### src/rtl/ball_serve_gen_pkg.sv
// Shared pingpong definitions for the serve generator: state encodings, screen constants,
// default playfield limits and the descriptor decode.
package ball_serve_gen_pkg;

  localparam int unsigned RandW        = 10;
  localparam int unsigned ScreenH      = 480;
  localparam int unsigned PaddleH      = 48;
  localparam int unsigned DefYMin      = 16;
  localparam int unsigned DefYMax      = 463;
  localparam int unsigned DefFallbackY = 240;
  localparam int unsigned DefMaxTries  = 8;

  typedef enum logic [1:0] {
    StIdle   = 2'd0,
    StSample = 2'd1,
    StHold   = 2'd2
  } serve_state_e;

  typedef struct packed {
    logic [RandW-1:0] y;
    logic             dir_y;
    logic [1:0]       speed;
  } serve_desc_t;

  // Forcing bit 0 of the speed restricts the code to the legal values 1 and 3.
  function automatic serve_desc_t decode_sample(logic [RandW-1:0] word);
    serve_desc_t d;
    d.y     = word;
    d.dir_y = word[0];
    d.speed = word[1:0] | 2'b01;
    return d;
  endfunction

endpackage

### src/rtl/ball_serve_gen_if.sv
// Serve request / descriptor bundle between LFSR + game control and the ball-motion block.
// Optional statistics signals exist only when SERVE_STATS_EN is defined.
interface ball_serve_gen_if;
  logic [9:0] rand_word;
  logic       serve_req;
  logic       side;
  logic       ready;
  logic       valid;
  logic [9:0] y;
  logic       dir_x;
  logic       dir_y;
  logic [1:0] speed;
  logic       busy;
`ifdef SERVE_STATS_EN
  logic [7:0] fallback_cnt;
  logic [3:0] last_tries;
`endif

  modport master (
    input  rand_word, serve_req, side, ready,
    output valid, y, dir_x, dir_y, speed, busy
`ifdef SERVE_STATS_EN
    , output fallback_cnt, last_tries
`endif
  );

  modport slave (
    output rand_word, serve_req, side, ready,
    input  valid, y, dir_x, dir_y, speed, busy
`ifdef SERVE_STATS_EN
    , input fallback_cnt, last_tries
`endif
  );
endinterface

### src/rtl/ball_serve_gen.sv
// Ball-serve descriptor generator: rejection-samples the LFSR word into the playfield with a
// fixed fallback row. Define SERVE_STATS_EN to add fallback count and last-tries outputs.
module ball_serve_gen
  import ball_serve_gen_pkg::*;
#(
  parameter int unsigned YMin      = DefYMin,
  parameter int unsigned YMax      = DefYMax,
  parameter int unsigned MaxTries  = DefMaxTries,
  parameter int unsigned FallbackY = DefFallbackY
) (
  input  logic             clk,
  input  logic             rst,
  ball_serve_gen_if.master bus
);

  localparam logic [RandW-1:0] YMinW      = RandW'(YMin);
  localparam logic [RandW-1:0] YMaxW      = RandW'(YMax);
  localparam logic [RandW-1:0] FallbackYW = RandW'(FallbackY);
  localparam logic [3:0]       LastTry    = 4'(MaxTries - 1);

  serve_state_e state_q, state_d;
  serve_desc_t  desc_q, desc_d;
  logic [3:0]   tries_q, tries_d;
  logic         dir_x_q, dir_x_d;
  logic         valid_q, valid_d;
  logic         busy_q;
  logic         in_range;
  logic         accept_hit, fallback_hit;

  assign in_range = (bus.rand_word >= YMinW) && (bus.rand_word <= YMaxW);

  always_comb begin
    state_d      = state_q;
    desc_d       = desc_q;
    tries_d      = tries_q;
    dir_x_d      = dir_x_q;
    valid_d      = valid_q;
    accept_hit   = 1'b0;
    fallback_hit = 1'b0;
    case (state_q)
      StIdle: begin
        if (bus.serve_req) begin
          state_d = StSample;
          dir_x_d = ~bus.side;
          tries_d = '0;
        end
      end
      StSample: begin
        if (in_range) begin
          accept_hit = 1'b1;
          desc_d     = decode_sample(bus.rand_word);
          state_d    = StHold;
          valid_d    = 1'b1;
        end else begin
          tries_d = tries_q + 4'd1;
          if (tries_q == LastTry) begin
            fallback_hit = 1'b1;
            desc_d       = '{y: FallbackYW, dir_y: 1'b0, speed: 2'd1};
            state_d      = StHold;
            valid_d      = 1'b1;
          end
        end
      end
      StHold: begin
        if (bus.ready) begin
          state_d = StIdle;
          valid_d = 1'b0;
        end
      end
      default: begin
        state_d = StIdle;
        valid_d = 1'b0;
      end
    endcase
  end

  always_ff @(posedge clk or posedge rst) begin
    if (rst) begin
      state_q <= StIdle;
      desc_q  <= '0;
      tries_q <= '0;
      dir_x_q <= 1'b0;
      valid_q <= 1'b0;
      busy_q  <= 1'b0;
    end else begin
      state_q <= state_d;
      desc_q  <= desc_d;
      tries_q <= tries_d;
      dir_x_q <= dir_x_d;
      valid_q <= valid_d;
      busy_q  <= (state_d != StIdle);
    end
  end

  assign bus.valid = valid_q;
  assign bus.y     = desc_q.y;
  assign bus.dir_x = dir_x_q;
  assign bus.dir_y = desc_q.dir_y;
  assign bus.speed = desc_q.speed;
  assign bus.busy  = busy_q;

`ifdef SERVE_STATS_EN
  logic [7:0] fallback_cnt_q;
  logic [3:0] last_tries_q;

  always_ff @(posedge clk or posedge rst) begin
    if (rst) begin
      fallback_cnt_q <= '0;
      last_tries_q   <= '0;
    end else begin
      if (fallback_hit && (fallback_cnt_q != 8'hFF)) begin
        fallback_cnt_q <= fallback_cnt_q + 8'd1;
      end
      if (accept_hit || fallback_hit) begin
        last_tries_q <= tries_d;
      end
    end
  end

  assign bus.fallback_cnt = fallback_cnt_q;
  assign bus.last_tries   = last_tries_q;
`else
  // Kept so both hold-entry strobes stay referenced in the default build.
  logic unused_hits;
  assign unused_hits = accept_hit ^ fallback_hit;
`endif

endmodule
### src/flat_wrapper.sv
// flat-port wrapper written by rule: the top's interface ports become plain ports
module ball_serve_gen_flat import ball_serve_gen_pkg::*;
#(
  parameter int unsigned YMin      = DefYMin,
  parameter int unsigned YMax      = DefYMax,
  parameter int unsigned MaxTries  = DefMaxTries,
  parameter int unsigned FallbackY = DefFallbackY
)
  (clk, rst, bus_rand_word, bus_serve_req, bus_side, bus_ready, bus_valid, bus_y, bus_dir_x, bus_dir_y, bus_speed, bus_busy);
  ball_serve_gen_if bus_i ();
  input  logic clk;
  input  logic rst;
  input wire logic [$bits(bus_i.rand_word)-1:0] bus_rand_word;
  input wire logic [$bits(bus_i.serve_req)-1:0] bus_serve_req;
  input wire logic [$bits(bus_i.side)-1:0] bus_side;
  input wire logic [$bits(bus_i.ready)-1:0] bus_ready;
  output wire logic [$bits(bus_i.valid)-1:0] bus_valid;
  output wire logic [$bits(bus_i.y)-1:0] bus_y;
  output wire logic [$bits(bus_i.dir_x)-1:0] bus_dir_x;
  output wire logic [$bits(bus_i.dir_y)-1:0] bus_dir_y;
  output wire logic [$bits(bus_i.speed)-1:0] bus_speed;
  output wire logic [$bits(bus_i.busy)-1:0] bus_busy;
  assign bus_i.rand_word = bus_rand_word;
  assign bus_i.serve_req = bus_serve_req;
  assign bus_i.side = bus_side;
  assign bus_i.ready = bus_ready;
  assign bus_valid = bus_i.valid;
  assign bus_y = bus_i.y;
  assign bus_dir_x = bus_i.dir_x;
  assign bus_dir_y = bus_i.dir_y;
  assign bus_speed = bus_i.speed;
  assign bus_busy = bus_i.busy;
  ball_serve_gen #(.YMin(YMin), .YMax(YMax), .MaxTries(MaxTries), .FallbackY(FallbackY)) u_core (.clk(clk), .rst(rst), .bus(bus_i));
endmodule
### config.mk
export PLATFORM = sky130hd
export DESIGN_NAME = ball_serve_gen_flat
export DESIGN_NICKNAME = d
export VERILOG_FILES = /design/src/rtl/ball_serve_gen_pkg.sv /design/src/rtl/ball_serve_gen_if.sv /design/src/rtl/ball_serve_gen.sv /design/src/flat_wrapper.sv
export SDC_FILE = /design/constraint.sdc
export NUM_CORES = 1
export LEC_CHECK = 0
export CAP_MARGIN = 10
export CELL_PAD_IN_SITES_DETAIL_PLACEMENT = 0
export CELL_PAD_IN_SITES_GLOBAL_PLACEMENT = 1
export CORE_AREA = 2 2 40 79
export DETAILED_ROUTE_END_ITERATION = 10
export DIE_AREA = 0 0 42 81
export HOLD_SLACK_MARGIN = 0.02
export PLACE_DENSITY = 0.78
export SYNTH_ARGS = -nofsm -noshare
export SYNTH_HDL_FRONTEND = slang
export SYNTH_SLANG_ARGS = --single-unit
### constraint.sdc
create_clock -name clk -period 1.6 [get_ports clk]
set_input_delay 0.32 -clock clk [delete_from_list [all_inputs] [get_ports clk]]
set_output_delay 0.32 -clock clk [all_outputs]
set_load 0.05 [all_outputs]
; Word-level counts from Yosys, hierarchy flattened
; Index checks and enable logic that the tools add are counted.
[totals]
regBits = 22
input_bits = 15
output_inout_bits = 16
word_cells = 43
[classes]
add_sub_neg = 1
n_lt_le_gt_ge = 2
eq_ne = 7
mux = 14
n_bitwise = 2
n_reduce_logical = 9
[ops]
columns = operator, n
row1 = $mux 13, 2
row2 = $ge 10x5->1 const B, 1
row3 = $le 10x9->1 const B, 1
row4 = $mux 2, 4
row5 = $mux 4, 2
row6 = $pmux 4 s2, 1
row7 = $ne 2x2->1 const B, 3
row8 = $pmux 2 s3, 1
row9 = $reduce_and 3->1, 2
row10 = $reduce_bool 2->1, 3
row11 = $add 4x1->4 const B, 1
row12 = $eq 4x3->1 const B, 1
row13 = $reduce_and 2->1, 2
row14 = $mux 1, 3
row15 = $ne 3x1->1 const B, 1
row16 = $pmux 1 s3, 1
row17 = $eq 2x1->1 const B, 1
row18 = $eq 2x2->1 const B, 1
row19 = $logic_not 2->1, 1
row20 = $not 1->1, 2
row21 = $logic_and 1x1->1, 1

; Depth between registers and ports, before layout
[depth]
depth_word = 5
depth_mapped = 4
ltp_nobuf = 4

; Least setup slack after synthesis
; No wires, ideal clock.
[synth_timing]
path_kind = input-to-reg
startpoint = input bus_rand_word[5]
endpoint = register u_core.desc_q (netlist bit u_core.bus.y[0])
setup_ns = 0.121
t_arrival_ns = 1.331
required_time_ns = 1.479
path_slack_ns = 0.148
stages = 4
n_path_buf = 0
cell_sequence = o2111a_1 a211o_4 a21o_4 a22o_1
[synth_via]
elab_chain_len = 4
elab_cells_between_ends = 6
classes_between = order compare: 2 / mux: 1 / reduce/logical: 3
[synth_rtl]
columns = element, line
row1 = start: declaration, flat_wrapper.sv:13  ; input wire logic [$bits(bus_i.rand_word)-1:0] bus_rand_word;
row2 = $ge 10x5->1 / $le 10x9->1 (equally long branches), ball_serve_gen.sv:30  ; assign in_range = (bus.rand_word >= YMinW) && (bus.rand_word <= YMaxW);
row3 = $logic_and 1x1->1 *, ball_serve_gen.sv:30
row4 = $reduce_bool 2->1 (no line), -
row5 = $reduce_and 2->1 (no line), -
row6 = end signal: assignment, ball_serve_gen.sv:87  ; desc_q <= desc_d;
row7 = end: declaration, ball_serve_gen.sv:22  ; serve_desc_t desc_q, desc_d;
; Every way passes the cells marked *; elsewhere a longest branch is shown, timed or not.
; A chain may end at the register's enable or synchronous reset.

; Worst setup path in the final report
[layout_timing]
startpoint = input bus_rand_word[4]
endpoint = register u_core.desc_q (netlist bit u_core.bus.y[8])
; Same word-level chain as after synthesis.

==> flow_metrics.tcl <==
set metrics [dict create \
    dp_slack_ns -0.325 \
    grt_max_degree 21 \
    synth_cells 78 \
    drc 0 \
    rsz0062_at_grt "false" \
    yosys_warnings 0 \
    crit_type "input pin to register" \
    hold_ws_ns 0.389 \
    yosysUniqueCellTypes 32 \
    placed_area_um2 1280 \
    cts.sinks 20 \
    finalMaxSlewViolations 0 \
    cp-start-kind "input pin" \
    required_ns 1.73 \
    routed_via_density 5.03 \
    nNetsFinal 134 \
    grt-ovfl-total 0 \
    fin_setup_tns_ns 0 \
    arrival_ns 1.58 \
    async_flop_share_pct 100 \
    gp_congestion 0.743 \
    yosys-top-cells-count "dfrtp_1 (20), nand2_1 (10), a22o_1 (5), nand3_1 (5), o21ai_0 (5)" \
    area_growth_pct 47.6 \
    dp_hpwl_um 1480 \
    synth_seq_cells 20 \
    clk_pin_slew_ns 0.07 \
    synth-edff-count 0 \
    root_buffer "clkbuf_8" \
    antenna_found_initial 0 \
    fin_ws_ns 0.150 \
    grt_pass1_wl_um 3180 \
    synth_top_cell_by_area "dfrtp_1" \
    use_met2_pct 21.6 \
    finalNonFillerCells 146 \
    r2r_cells 4 \
    p_leak_nw 0.631 \
    hold_class "input pin to asynchronous set/reset pin" \
    synth_top_area_share_pct 55.6 \
    avgSynthCellArea_um2 11.5 \
    detail_route.wirelength_um 1880 \
    gr-usage-met1_pct 14.1 \
    drt-initial-drc-count 4 \
    fmax_mhz 690 \
    ios 31 \
    post_drt_wl_per_cell_um 12.9 \
    cts_tree "yes" \
    drive_gt1_share_pct 28.4 \
    clock_latency_ns 0.25 \
    ys_top_cells_by_area "dfrtp_1 (56%), a22o_1 (4.9%), nand2_1 (4.2%)" \
    core_um2 2840 \
    period_needed_ns 1.45 \
    endpoint_kind "register" \
    hold_viol 0 \
    port_buffers 30 \
    setup_violations 0 \
    die_height_um 81 \
    ant_nets 0 \
    synth-main-ff-cell "dfrtp_1" \
    h-tree-depth 1 \
    utilization_pct 46.9 \
    grt_pass1_vias 735 \
    dieArea_um2 3400 \
    worst_slew_pin_slew_ns 0.263 \
    yosysMostFrequentCell "dfrtp_1" \
    antennaDiodeCount 0 \
    route.vias.total 735 \
    fp-row-count 28 \
    drtPass1Iterations 2 \
    cts-buffers-inserted 3 \
    ctsHoldBuffers 0 \
    outcome "completed" \
    finalCritPeriodShare_pct 90.6 \
    synthesis.area_um2 901 \
    dp.cells 143 \
    p_per_area_nw_per_um2 2020 \
    power_mw 2.69 \
    gr-usage-met3_pct 2.00 \
    path_max_fanout 7 \
    ir_drop_mv 1.12 \
    cts_max_path_buffers 2 \
    seq_area_frac_synth_pct 55.6 \
    initial_utilization_pct 31.7 \
    fin_area_um2 1330 \
    syn_nets 94 \
    grt.busiest_layer "met2" \
    grt_usage_pct 11.9 \
    die_w_um 42 \
    maxSlewHeadroom_pct 82.3 \
    maxCapViolCount 0 \
    fin_worst_skew_ns 0.00317 \
]
worst max-delay path, cell delays in order:
cell and delay (ns):
dlygate4sd2_1 0.25, o2111a_1 0.28, a211o_4 0.30, a21o_4 0.25, a22o_1 0.18
state kept, by name, indices dropped and copies added, names as in the netlist:
name              cells
u_core.bus.speed      1
u_core.tries_q        4
u_core.bus.valid      1
u_core.state_q        2
u_core.bus.y         10
u_core.bus.dir_x      1
u_core.bus.busy       1
cells by family after synthesis:
family | after synthesis | synth area share (%)
buffers and inverters | 5 | 2.92
adders and majority gates | 1 | 1.39
DFF | 20 | 55.6
AOI/OAI and AO/OA | 26 | 24.9
and+or+nand+nor | 26 | 15.3
area by class of cell:
type	count	area, µm²
repair buffers	38	363
clock buffers	3	41.3
well taps	30	37.5
flip-flops and latches	20	500
fillers	274	1510
multi-input cells	53	380
inverters	2	7.51
path summary, 6_finish.rpt:
check / from / to / slack (ns)
max: bus_rand_word[4] / u_core.bus.y[8]$_DFFE_PP0P_ / 0.15
min: rst / u_core.state_q[0]$_DFF_PP0_ / 0.39
max reg2reg: u_core.state_q[1]$_DFF_PP0_ / u_core.tries_q[3]$_DFFE_PP0P_ / 0.21
min reg2reg: u_core.bus.speed[0]$_DFFE_PP0P_ / u_core.bus.speed[0]$_DFFE_PP0P_ / 0.48
max in group asynchronous: rst / u_core.bus.y[4]$_DFFE_PP0P_ / 1.01
min in group clk: bus_rand_word[6] / u_core.bus.y[6]$_DFFE_PP0P_ / 0.45
per-layer routing:
metal | up-vias | part of all wire [%] | routed length [µm]
met5 | - | 0 | 0
met4 | 0 | 0.27 | 5
met3 | 2 | 5.8 | 109
met2 | 25 | 51 | 951
met1 | 340 | 43 | 815
li1 | 368 | - | -
timing repair:
action	in CTS	in global routing
gates cloned	0	0
gates resized for setup	2	4
buffers inserted	0	0
pin swaps	3	3
endpoints found under the setup margin	15	9
report_power, final:
group	internal [mW]	total, mW	leakage, nW	switching [mW]
Combinational	0.581	1.51	0.368	0.930
Clock	0.167	0.309	0.0216	0.142
Sequential	0.704	0.871	0.241	0.167
cell usage in the layout (no fill, tap or decap):
cell type	instances
buf_4	21
dfrtp_1	20
nand2_1	10
clkdlybuf4s50_1	9
a22o_1	5
nand3_1	5
o21ai_0	5
o22a_1	4
clkbuf_8	3
dlymetal6s2s_1	3
buf_12	3
nor2_1	2
inv_1	2
dlygate4sd2_1	2
nor3_4	1
o2111a_1	1
a211oi_2	1
nor2b_1	1
a211o_4	1
nand3b_1	1
a21oi_2	1
nor2_2	1
a21o_4	1
nand2b_1	1
o21bai_1	1
nand4b_1	1
and2_1	1
a41o_1	1
nor4b_1	1
a21oi_1	1
a211o_1	1
o211ai_1	1
or4_1	1
o31a_1	1
o31ai_1	1
ha_1	1
Note: power is estimated with default switching activity, not from simulation.
==> RTL edit 1: new RTL, config.mk and constraints unchanged <==
`DefMaxTries`: 8 -> 4.
--- a/src/rtl/ball_serve_gen_pkg.sv
+++ b/src/rtl/ball_serve_gen_pkg.sv
@@ -8,7 +8,7 @@
   localparam int unsigned DefYMin      = 16;
   localparam int unsigned DefYMax      = 463;
   localparam int unsigned DefFallbackY = 240;
-  localparam int unsigned DefMaxTries  = 8;
+  localparam int unsigned DefMaxTries  = 4;
 
   typedef enum logic [1:0] {
     StIdle   = 2'd0,
Check against the original RTL: not equivalent (Yosys sat finds a counterexample within 10 cycles, from zero or initial values and one cycle with rst high).
==> RTL edit 1 against the original RTL <==
  * Register-to-register slack got worse by 0.07 ns
  * Total power rose by 7.8%
  * Sequential cell count did not move
  * Sequential share of layout area fell by 0.56 points
  * Routed wire length rose by 8.6%
  * Count of clock-buffer cells in the layout did not move
  * Critical endpoint is now u_core.bus.y[4]
  * Critical path type unchanged
  * Largest cell class unchanged
  * Cell area rose by 1.5%
  * Setup slack got worse by 0.024 ns
  * Area after synthesis fell by 0.56%
==> RTL edit 1: results (changes against the original RTL) <==
* Max stage delay on crit path at 0.36 ns (+0.06 ns)
* Initial antenna violation count at 0 (unchanged)
* Final nets at 132 (-1.5%)
* Layout cells sized above 1 at 29.82% (+1.4 points)
* Max FFs per register at 10 (unchanged)
* Total number of vias at 751 (+2.2%)
* Drt first pass iters at 3 (+1)
* Synth area leaders: dfrtp_1 (56%), a22o_1 (4.9%), o22a_1 (3.9%), nand2_1 (3.8%), a211oi_4 (2.2%)
* Global-route wire length before repair at 3.539 mm (+11%)
* Setup crit end: u_core.bus.y[4]
* Fraction of area in multi-input gates at 29.19% (+0.60 points)
* Slowest CP cell: a211oi_4
* Clock Power at 0.000326 W (+6%)
* Synthesized Nets at 93 (-1.1%)
* Vias in the first global route at 758 (+3.1%)
* Min-delay worst type: input pin to asynchronous set/reset pin
* Cts bufs inserted at 3 (unchanged)
* Drt wl/cell at 14.19 um (+10%)
* DP HPWL at 1.512 mm (+2.5%)
* Max FO, Critical Path at 6 (-1)
* Final clock-cell share at 3.058% (-0.046 points)
* Comb_multi_in at 52 (-1.9%)
* GRT Util Overall at 13.38% (+1.4 points)
* CP Data Arrival Time at 1.61 ns (+0.03 ns)
* Worst reg2reg path startpoint: u_core.tries_q[1]
* GPL Wtd Cong at 0.7671 (+3.3%)
* Sw Pwr at 0.001344 W (+8.5%)
* Distinct cell type count after synthesis at 34 (+6.3%)
* Slew headroom at 72.22% (-10 points)
* Resized Gates After CTS at 9 (+7)
* Register area at 500.5 um^2 (unchanged)
* Number of non-clock buffers in the layout at 37 (-2.6%)
* Crit-path leading delay family: compound AO/OA/AOI/OAI gates
* Reg2Reg Depth at 5 (+1)
* Fillers at 272 (-0.73%)
* GR Util met2 at 22.66% (+1.1 points)
* GR Layer Usage met1 at 16.53% (+2.5 points)
* Worst IR drop on VDD at 0.0009903 V (-12%)
* P_seq at 0.000923 W (+6.0%)
* Outcome: complete, no violations
* Met3 Use GR at 2.889% (+0.89 points)
* Seq/Total Area, Yosys at 55.87% (+0.31 points)
* DP Area at 1290 um^2 (+0.98%)
* 1st-iter DRT viols at 19 (+15)
* Final clock skew at 0.004567 ns (+0.001401 ns)
* Synth top cells by count: dfrtp_1 (20), nand2_1 (9), a22o_1 (5), nand3_1 (4), o22a_1 (4)
* FF-to-FF setup slack at 0.14 ns (-0.07 ns)
## RTL edit 1: kinds of logic (layout without fill, tap and decap cells)
group	after synthesis	after routing	synth area share, %
adder cells (fa/ha/maj)	1	1	1.396
buffers and inverters	5	42	2.932
flip-flops	20	20	55.87
AND/OR/NAND/NOR	25	25	15.09
AO/OA/AOI/OAI	26	26	24.72
## RTL edit 1: through the flow
step / hold slack [ns] / setup WS (ns) / power (W) / instances / utilization, %
CTS: 0.4033 / 0.1424 / 0.002927 / 144 / 47.58
global route: 0.4393 / 0.05398 / 0.003063 / 144 / 47.58
global placement: 0.4598 / -0.3260 / 0.002547 / 141 / 45.46
finish: 0.3868 / 0.1263 / 0.002900 / 144 / 47.58
detailed placement: 0.4711 / -0.3499 / 0.002566 / 141 / 45.46
floorplan: 0.2838 / 0.1854 / 0.001917 / 77 / -
## RTL edit 1: routing by layer
metal,part of all wire [%],up-vias
met2,51,26
met1,44,360
li1,-,363
met5,0,-
met3,5.1,2
met4,0.49,0
==> RTL edit 2: new RTL, config.mk and constraints unchanged <==
Without the edit above. Encoding of `serve_state_e`: now one-hot (3 bits for 3 states).
--- a/src/rtl/ball_serve_gen_pkg.sv
+++ b/src/rtl/ball_serve_gen_pkg.sv
@@ -10,10 +10,10 @@
   localparam int unsigned DefFallbackY = 240;
   localparam int unsigned DefMaxTries  = 8;
 
-  typedef enum logic [1:0] {
-    StIdle   = 2'd0,
-    StSample = 2'd1,
-    StHold   = 2'd2
+  typedef enum logic [2:0] {
+    StIdle   = 3'b001,
+    StSample = 3'b010,
+    StHold   = 3'b100
   } serve_state_e;
 
   typedef struct packed {
Check against the original RTL: no difference found for any inputs over 10 cycles, from zero or initial values and one cycle with rst high; not proved beyond that.
==> RTL edit 2 against the original RTL <==
  * Cell count grew 0.68%
  * Synthesized cell count up 1.3%
  * Sequential power hardly changed
  * Setup slack got worse by 0.042 ns
  * Critical path depth is the same
  * Via count increased by 1.6%
  * Total power fell by 4.2%
  * Sequential cell count is 1 higher
  * Routed wire length increased by 3.2%
  * Cell area increased by 0.94%
  * Area after synthesis is 2.5% higher
==> RTL edit 2: results (changes against the original RTL) <==
* Outcome: complete, no violations
* Worst r2r dst: u_core.bus.y[3]
* Leak Pwr at 0.6235 nW (-1.1%)
* GR Layer Usage met1 at 16.36% (+2.3 points)
* GPL Wtd Cong at 0.7298 (-1.7%)
* Max FO, Critical Path at 4 (-3)
* Worst reg2reg path startpoint: u_core.tries_q[0]
* Seq/Total Area, Yosys at 57.05% (+1.5 points)
* Async S/R FF share, synth at 100.0% (unchanged)
* Final Non-Filler Cells at 147 (+0.68%)
* Fillers at 272 (-0.73%)
* Largest net degree at the start of global routing at 22 (+4.8%)
* Vias per cell at 5.082 (+0.94%)
* Synth area leaders: dfrtp_1 (54%), a22o_1 (4.7%), mux2i_1 (4.3%), o22a_2 (4.3%), nand2_1 (3.3%)
* Post-Synthesis Cells at 79 (+1.3%)
* DP HPWL at 1.503 mm (+1.9%)
* GRT Util Overall at 12.53% (+0.60 points)
* 1st-iter DRT viols at 8 (+4)
* CP Data Arrival Time at 1.63 ns (+0.05 ns)
* Final clock skew at 0.005497 ns (+0.002331 ns)
* Synthesized Nets at 95 (+1.1%)
* Reg2Reg Depth at 5 (+1)
* M1 wire length at 810 um (-0.61%)
* Global-route wire length before repair at 3.387 mm (+6.5%)
* Met3 Use GR at 1.556% (-0.44 points)
* Synth top cells by count: dfrtp_1 (20), nand2_1 (8), a22o_1 (5)
* Met2 WL post-DR at 997 um (+4.8%)
* DP Area at 1267 um^2 (-0.78%)
* Drt first pass iters at 4 (+2)
* Cell with the most instances after synthesis: dfrtp_1
* Vias in the first global route at 766 (+4.2%)
* Distinct cell type count after synthesis at 29 (-9.4%)
* Sw Pwr at 0.001191 W (-3.8%)
* Drt wl/cell at 13.22 um (+2.5%)
* Met3 routed WL at 126 um (+16%)
* Worst IR drop on VDD at 0.0009280 V (-17%)
* GR Util met2 at 21.41% (-0.16 points)
* Slew headroom at 74.76% (-7.5 points)
* Layout cells sized above 1 at 35.04% (+6.6 points)
-- RTL edit 2: repair_timing --
item / in CTS / in global routing
endpoints found under the hold margin: 0 / 0
pin swaps: 3 / 4
gates resized for setup: 10 / 4
endpoints found under the setup margin: 16 / 13
-- RTL edit 2: area by class of cell --
class | instances | area share (%)
sequential | 21 | 39.24
multi-input combinational | 52 | 29.45
timing repair buffer | 37 | 24.32
clock buffer | 4 | 3.355
tap | 30 | 2.796
inverter | 3 | 0.8388
-- RTL edit 2: how the worst max path moves through the flow --
stage | to | cells after the start | slack, ns | start
4_1_cts | u_core.bus.y[0] | 6 | 0.01 | bus_rand_word[4]
3_5_place_dp | u_core.tries_q[3] | 6 | -0.38 | bus_rand_word[8]
5_1_grt | u_core.bus.y[5] | 5 | 0.04 | bus_rand_word[5]
2_1_floorplan | u_core.bus.y[4] | 4 | 0.18 | bus_rand_word[5]
3_3_place_gp | u_core.bus.y[3] | 6 | -0.33 | bus_rand_word[8]
6_report | u_core.bus.y[5] | 5 | 0.11 | bus_rand_word[5]
-- RTL edit 2: worst max-delay path, cell delays in order --
cell and delay (ns):
dlygate4sd2_1 0.27, o2111a_2 0.30, a211oi_4 0.34, nand2_2 0.14, o22a_2 0.25
-- RTL edit 2: through the flow --
stage                     setup WS, ns  util (%)  hold slack, ns  power, W
after floorplan                 0.1798         -          0.2958  0.001835
after global placement         -0.3329     44.66          0.4637  0.002250
after detailed placement       -0.3798     44.66          0.4649  0.002262
after CTS                      0.01122     46.96          0.4041  0.002609
after global routing           0.04312     47.31          0.4359  0.002726
final                           0.1088     47.31          0.3971  0.002577
-- RTL edit 2: power groups by stage --
| stage | logic (W) | registers [W] | clock network (W) |
|---|---|---|---|
| 6_report | 0.00138 | 0.000874 | 0.000327 |
| 3_5_place_dp | 0.00138 | 0.000879 | 0 |
| 3_3_place_gp | 0.00137 | 0.000880 | 0 |
| 2_1_floorplan | 0.000427 | 0.00141 | 0 |
| 4_1_cts | 0.00139 | 0.000875 | 0.000342 |
| 5_1_grt | 0.00145 | 0.000908 | 0.000363 |
-- RTL edit 2: kinds of logic (layout without fill, tap and decap cells) --
| family | Yosys count | in the layout | share of synthesized area [%] |
|---|---|---|---|
| buffers and inverters | 6 | 44 | 3.251 |
| multiplexers | 4 | 4 | 4.336 |
| AND/OR/NAND/NOR | 27 | 27 | 14.91 |
| adder cells (fa/ha/maj) | 1 | 1 | 1.355 |
| flip-flops | 21 | 21 | 57.05 |
| AO/OA/AOI/OAI | 20 | 20 | 19.11 |
